**config.mk**
```make
export PLATFORM = sky130hd
export DESIGN_NAME = fetch_sequencer
export DESIGN_NICKNAME = d
export VERILOG_FILES = /design/src/rtl/fetch_sequencer.sv
export SDC_FILE = /design/constraint.sdc
export NUM_CORES = 1
export LEC_CHECK = 0
export BUFFER_PORTS_ARGS = -buffer_cell sky130_fd_sc_hd__buf_2
export CORE_MARGIN = 3
export CORE_UTILIZATION = 50
export DETAILED_ROUTE_END_ITERATION = 8
export PLACE_DENSITY = 0.79
export REMOVE_ABC_BUFFERS = 1
export SYNTH_ARGS = -nofsm -noshare
export SYNTH_HDL_FRONTEND = slang
export SYNTH_SLANG_ARGS = --single-unit
```
**constraint.sdc**
```tcl
create_clock -name clk -period 4 [get_ports clk]
set_input_delay 1 -clock clk [delete_from_list [all_inputs] [get_ports clk]]
set_output_delay 1 -clock clk [all_outputs]
set_load 0.01 [all_outputs]
```
**src/rtl/fetch_sequencer.sv**
```systemverilog
// rtl/fetch_sequencer.sv - instruction fetch sequencer with 2-entry queue; FETCH_STATS_EN adds stall/squash counters
module fetch_sequencer #(
  parameter int              PC_W     = 16,
  parameter int              INSTR_W  = 16,
  parameter logic [PC_W-1:0] RESET_PC = '0
) (
  input  logic               clk,
  input  logic               rst_n,
  input  logic               en,
  output logic               imem_req,
  output logic [PC_W-1:0]    imem_addr,
  input  logic               imem_rdy,
  input  logic [INSTR_W-1:0] imem_data,
  output logic [INSTR_W-1:0] code,
  output logic [PC_W-1:0]    code_pc,
  output logic               pc_fetch_done,
  input  logic               code_paser_back_pressure,
  input  logic               branch_valid,
  input  logic [PC_W-1:0]    branch_target
`ifdef FETCH_STATS_EN
  ,
  output logic [15:0]        stall_cycles,
  output logic [7:0]         squash_count
`endif
);

  typedef enum logic [1:0] {IDLE, FETCH, SQUASH} state_t;

  state_t             state;
  logic [PC_W-1:0]    pc;
  logic [PC_W-1:0]    pc_next;
  logic [1:0]         count;
  logic [1:0]         count_next;
  logic               rd_ptr;
  logic               wr_ptr;
  logic [INSTR_W-1:0] q_instr [2];
  logic [PC_W-1:0]    q_pc [2];
  logic               pop;
  logic               accept;
  logic               push;
  logic               pending_next;
  logic               can_issue;

  // Handshake qualifiers and next-cycle queue occupancy / PC.
  always_comb begin
    pop          = (count != 2'd0) && !code_paser_back_pressure;
    accept       = imem_req && imem_rdy;
    pending_next = imem_req && !imem_rdy;
    // Data returned while squashing, or in the same cycle as a redirect, is dropped.
    push         = accept && (state == FETCH) && !branch_valid;

    count_next = count;
    if (branch_valid) begin
      count_next = 2'd0;
    end else if (push && !pop) begin
      count_next = count + 2'd1;
    end else if (pop && !push) begin
      count_next = count - 2'd1;
    end

    pc_next = pc;
    if (branch_valid) begin
      pc_next = branch_target;
    end else if (push) begin
      pc_next = pc + PC_W'(1);
    end

    can_issue = (count_next != 2'd2);
  end

  assign pc_fetch_done = (count != 2'd0);
  assign code          = pc_fetch_done ? q_instr[rd_ptr] : '0;
  assign code_pc       = pc_fetch_done ? q_pc[rd_ptr]    : '0;

  // Fetch FSM: a pending request is held until accepted, otherwise the next one is issued from pc_next.
  always_ff @(posedge clk or negedge rst_n) begin
    if (!rst_n) begin
      state     <= IDLE;
      pc        <= RESET_PC;
      imem_req  <= 1'b0;
      imem_addr <= RESET_PC;
    end else begin
      pc <= pc_next;
      if (pending_next) begin
        if (branch_valid) begin
          state <= SQUASH;
        end
      end else if (en) begin
        state     <= FETCH;
        imem_req  <= can_issue;
        imem_addr <= pc_next;
      end else begin
        state     <= IDLE;
        imem_req  <= 1'b0;
        imem_addr <= pc_next;
      end
    end
  end

  // Queue occupancy and pointers; a redirect empties the queue.
  always_ff @(posedge clk or negedge rst_n) begin
    if (!rst_n) begin
      count  <= 2'd0;
      rd_ptr <= 1'b0;
      wr_ptr <= 1'b0;
    end else begin
      count <= count_next;
      if (branch_valid) begin
        rd_ptr <= 1'b0;
        wr_ptr <= 1'b0;
      end else begin
        if (push) begin
          wr_ptr <= ~wr_ptr;
        end
        if (pop) begin
          rd_ptr <= ~rd_ptr;
        end
      end
    end
  end

  // Queue storage; contents are only visible while count is non-zero.
  always_ff @(posedge clk) begin
    if (push) begin
      q_instr[wr_ptr] <= imem_data;
      q_pc[wr_ptr]    <= imem_addr;
    end
  end

`ifdef FETCH_STATS_EN
  logic discard;
  assign discard = accept && !push;

  // Saturating counters for parser stalls and discarded in-flight fetches.
  always_ff @(posedge clk or negedge rst_n) begin
    if (!rst_n) begin
      stall_cycles <= '0;
      squash_count <= '0;
    end else begin
      if (pc_fetch_done && code_paser_back_pressure && (stall_cycles != 16'hFFFF)) begin
        stall_cycles <= stall_cycles + 16'd1;
      end
      if (discard && (squash_count != 8'hFF)) begin
        squash_count <= squash_count + 8'd1;
      end
    end
  end
`endif

endmodule
```
### Word level (Yosys, flattened, before mapping)

Memories as Yosys holds them, arrays and structs flattened.
Cells that the tools add are included.

| cells by class | value |
|---|---|
| $add $sub $neg | 3 |
| eq/ne operators | 3 |
| muxes and demuxes | 17 |
| bitwise operators | 2 |
| reduce and logical (&&, ||, !) cells | 15 |

Operators with widths:

| cell | count |
|---|---|
| 2-to-1 mux 16 bit | 4 |
| adder 16 x 1 -> 16 bit (second input constant) | 1 |
| 2-to-1 mux 2 bit | 5 |
| 2-to-1 mux 1 bit | 8 |
| logical AND 1 bit | 7 |
| nonzero test 2 bit | 3 |
| zero test 1 bit | 5 |
| != test 2 bit (second input constant) | 2 |
| adder 2 x 1 -> 2 bit (second input constant) | 1 |
| == test 2 x 1 -> 1 bit (second input constant) | 1 |
| NOT 1 bit | 2 |
| subtractor 2 x 1 -> 2 bit (second input constant) | 1 |

| word-level totals | value |
|---|---|
| flip-flop bits (word level) | 39 |
| bits in writable memories | 64 |
| input port bits | 38 |
| output and inout port bits | 50 |
| logic and storage cells | 49 |
| memories | 2 |

Memories:

| name | depth | bits a word | rd ports | clocked after memory_dff | wr ports | RTL line | text |
|---|---|---|---|---|---|---|---|
| q_instr | 2 | 16 | 1 | 0 | 1 | 36 | `logic [INSTR_W-1:0] q_instr [2];` |
| q_pc | 2 | 16 | 1 | 0 | 1 | 37 | `logic [PC_W-1:0] q_pc [2];` |

### Logic depth before layout (Yosys ltp)

| logic depth | value |
|---|---|
| word-level depth | 10 |
| depth in mapped cells | 7 |
| depth with buffers taken out | 6 |

### Least setup slack after synthesis

No wires, ideal clock.

| timing path | value |
|---|---|
| path type | input-to-reg |
| from | in branch_valid |
| to | mem q_instr[0][0] (enable) |
| arrival | 3.655 ns |
| path slack | -0.116 ns |
| stages on the path | 3 |
| buffers on the path | 2 |
| cell sequence | clkbuf_1 > buf_1 > nor3_1 |

| between the ends | value |
|---|---|
| word-level cells in the longest chain between the ends | 4 |

Ends and longest elaborated chain:

| item | RTL line | text |
|---|---|---|
| start: declaration | 18 | `input logic branch_valid,` |
| zero test 1 bit | 50 | `push = accept && (state == FETCH) && !branch_valid;` |
| logical AND 1 bit | 50 |  |
| 2-to-1 mux 1 bit | 124 | `if (push) begin` |
| 2-to-1 mux 1 bit (not written as such) | 125 | `q_instr[wr_ptr] <= imem_data;` |
| end: declaration | 36 |  |

No other way between the ends.

### Worst setup path after layout

| timing path | value |
|---|---|
| from | reg rd_ptr |
| to | out code_pc[9] |

| between the ends | value |
|---|---|
| word-level cells in the longest chain between the ends | 2 |

Ends and longest elaborated chain:

| item | RTL line | text |
|---|---|---|
| start: declaration | 34 | `logic rd_ptr;` |
| start signal: assignment | 116 | `rd_ptr <= ~rd_ptr;` |
| memory (2 x 16 bit) | -- |  |
| 2-to-1 mux 16 bit | 73 | `assign code_pc = pc_fetch_done ? q_pc[rd_ptr] : '0;` |
| end: declaration | 15 | `output logic [PC_W-1:0] code_pc,` |

No other way between the ends.

==> metrics.md <==
| Metric | Value |
|---|---|
| Setup WS pre-CTS | `1220 ps` |
| Setup violations, final | `0` |
| CTS Sinks | `103` |
| Most frequent cells in the layout | `buf_2, edfxtp_1, nor2_1` |
| Max-Slew Margin vs Limit | `35.0%` |
| Synth warn | `0` |
| Clock Latency Late Sink | `370 ps` |
| Outcome | `finished, final reports clean` |
| Fmax | `344 MHz` |
| Sequential share of power | `48.3%` |
| Synthesized area | `4450 sq um` |
| Root Buffer | `clkbuf_8` |
| Routed vias | `3049` |
| Top cells by area, synth | `edfxtp_1, dfrtp_1, mux2i_1` |
| Commonest non-fill, non-tap cell in the layout | `buf_2` |
| Sequential element share of the synthesized area | `65.1%` |
| Wire per inst | `16.1 um` |
| Routed WL | `8890 um` |
| Worst-path fanout max | `33` |
| Number of fill cells | `710` |
| Ys async rst share | `37.9%` |
| Initial antenna violation count | `0` |
| Sw power | `0.963 mW` |
| Largest family of logic cells by synthesized area | `simple AND/OR/NAND/NOR gates` |
| Mean Syn Cell Area | `12.2 sq um` |
| Sw Share | `33.7%` |
| Final hold viol count | `0` |
| # rows | `33` |
| Synth top area share | `43.1%` |
| Mux cell area share after synthesis | `9.13%` |
| Area leader, netlist | `edfxtp_1` |
| Worst setup path class | `flip-flop to output pin` |
| Hold buffers post-CTS | `0` |
| VDD IR-drop max | `0.243 mV` |
| Initial Utilization | `52.9%` |
| Final ANT Viol Nets | `0` |
| Worst hold path type | `flip-flop to flip-flop` |
| Core Area | `8420 sq um` |
| Pwr dens | `553 nW/um^2` |
| CTS tree | `done` |
| Worst Setup End Kind | `output pin` |
| Synth Area in XOR/XNOR | `1.77%` |
| Die area | `10100 sq um` |
| Worst-path clk slew | `100 ps` |
| RePlAce Congestion | `0.808` |
| Layout Skew | `12.0 ps` |
| Post-CTS sizing | `0` |
| Part of the cycle the worst path needs | `72.7%` |
| Cells after synthesis | `365` |
| Die H | `100 um` |
| H-tree levels | `3` |
| Post-synthesis compound-gate area fraction | `5.96%` |
| CTS Buf Count | `9` |
| Fin crit period | `2910 ps` |
| Vias in the first global route | `3107` |
| Netlist cell types | `38` |
| Layout cells sized above 1 | `25.6%` |
| Pins over their slew limit | `0` |
| Clock Tree Buf Depth | `2` |
| Die width | `100 um` |
| Overflow after GRT | `0` |
| P_int | `1.90 mW` |
| Detailed placer's ending HPWL | `5980 um` |
| Initial drt markers | `176` |
| Antenna fix cells | `0` |
| Total Power | `2.86 mW` |
| Nets@finish | `484` |
| Synth Area in Simple Gates | `14.5%` |
| Synth Register Bits | `103` |
| Comb power frac | `28.4%` |
| # port buffers | `87` |
| Top FF cell, synth | `edfxtp_1` |
| Ports | `88` |
| Leak | `2.05 nW` |
| Area Overhead vs Synth | `16.1%` |
| Post-synth EDFFs | `64` |
| Unrepaired setup endpoints after global routing | `false` |
| Vias per inst | `5.50` |
| Tot GR Track Use | `19.2%` |
| Worst path arrival time | `1910 ps` |
| Setup ws final | `1090 ps` |
| Crit path required time | `3000 ps` |
| CP Launch Type | `flip-flop` |
| Clk pwr share | `23.3%` |
| Worst slew pin tran | `975 ps` |
| Setup bufs post-CTS | `0` |
| Adder-cell area share of the yosys netlist | `0.562%` |
| First-pass GRT wire length | `14900 um` |
| Remaining DRCs | `0` |
| Max-cap check violation count | `0` |
| Largest net degree at the start of global routing | `44` |
| TritonRoute pass-1 iters | `4` |
state kept, by name, indices dropped and copies added (netlist names):
name,flops
q_pc,32
rd_ptr,1
wr_ptr,1
pc,16
imem_req,1
state,2
q_instr,32
imem_addr,16
count,2
worst max-delay path, stage by stage, from the launching register on:
cell and delay [ps]:
dfrtp_2 1010, mux2i_1 280, nor2_1 70, buf_2 160
cell families after synthesis:
logic type | Yosys count
compound gates | 46
xor+xnor | 9
fa+ha+maj | 2
simple gates | 132
flops | 103
buf+inv | 33
mux | 40
layout make-up:
class / count / area, sq um / area share, %
repair buffers: 92 / 473 / 9.15
flip-flops and latches: 103 / 2900 / 56.1
multi-input cells: 229 / 1430 / 27.6
clock inverters: 6 / 77.6 / 1.50
clock buffers: 10 / 128 / 2.47
inverters: 9 / 33.8 / 0.653
well taps: 105 / 131 / 2.54
metal layers:
metal  GRT usage [%]  up-vias  wire length, um
li1                -     1485                -
met1            24.5     1455             3840
met2            31.6       93             4350
met3            4.03       16              471
met4            8.39        0              235
met5               0        -                0
through the flow:
step                cells  hold WS (ps)  util, %  cell area (sq um)  setup TNS, ps
global placement      538           478     58.9               4960              0
finish                554           505     61.4               5170              0
CTS                   554           502     61.4               5170              0
floorplan             341           465        -               4350          -2880
detailed placement    538           483     58.9               4960              0
global route          554           518     61.4               5170              0
power groups by stage:
stage / Combinational (mW) / Clock, mW / Sequential (mW)
after floorplan: 0.485 / 0 / 1.38
after global placement: 0.804 / 0 / 1.40
after detailed placement: 0.827 / 0 / 1.40
after CTS: 0.829 / 0.678 / 1.38
after global routing: 0.915 / 0.724 / 1.40
final: 0.812 / 0.667 / 1.38
synthesized netlist by cell type (all sizes together) (2+ instances only):
library cell  instances
clkbuf               20
mux2i                35
nand3                15
nand2b                2
or3                   9
nor2b                 3
a21oi                11
nor2                 53
mux2                  5
o21ai                20
ha                    2
nand4                 6
nor3                  7
edfxtp               64
and3                  3
xnor2                 8
buf                   4
or4                   6
or4b                  2
inv                   9
o211ai                8
dfrtp                39
a31oi                 4
nand2                20
path summary, 6_finish.rpt:
| check | start | end | slack (ps) | depth (start not counted) |
|---|---|---|---|---|
| max in group asynchronous | rst_n | rd_ptr | 2670 | 1 |
| hold / removal | imem_addr[0] | q_pc[0][0] | 500 | 0 |
| setup reg to reg | state[1] | pc[15] | 1950 | 5 |
| hold reg to reg | imem_addr[0] | q_pc[0][0] | 500 | 0 |
| setup / recovery | rd_ptr | code_pc[9] | 1090 | 3 |
| min in group asynchronous | rst_n | imem_addr[1] | 740 | 1 |
Note: power is estimated with default switching activity, not from simulation.
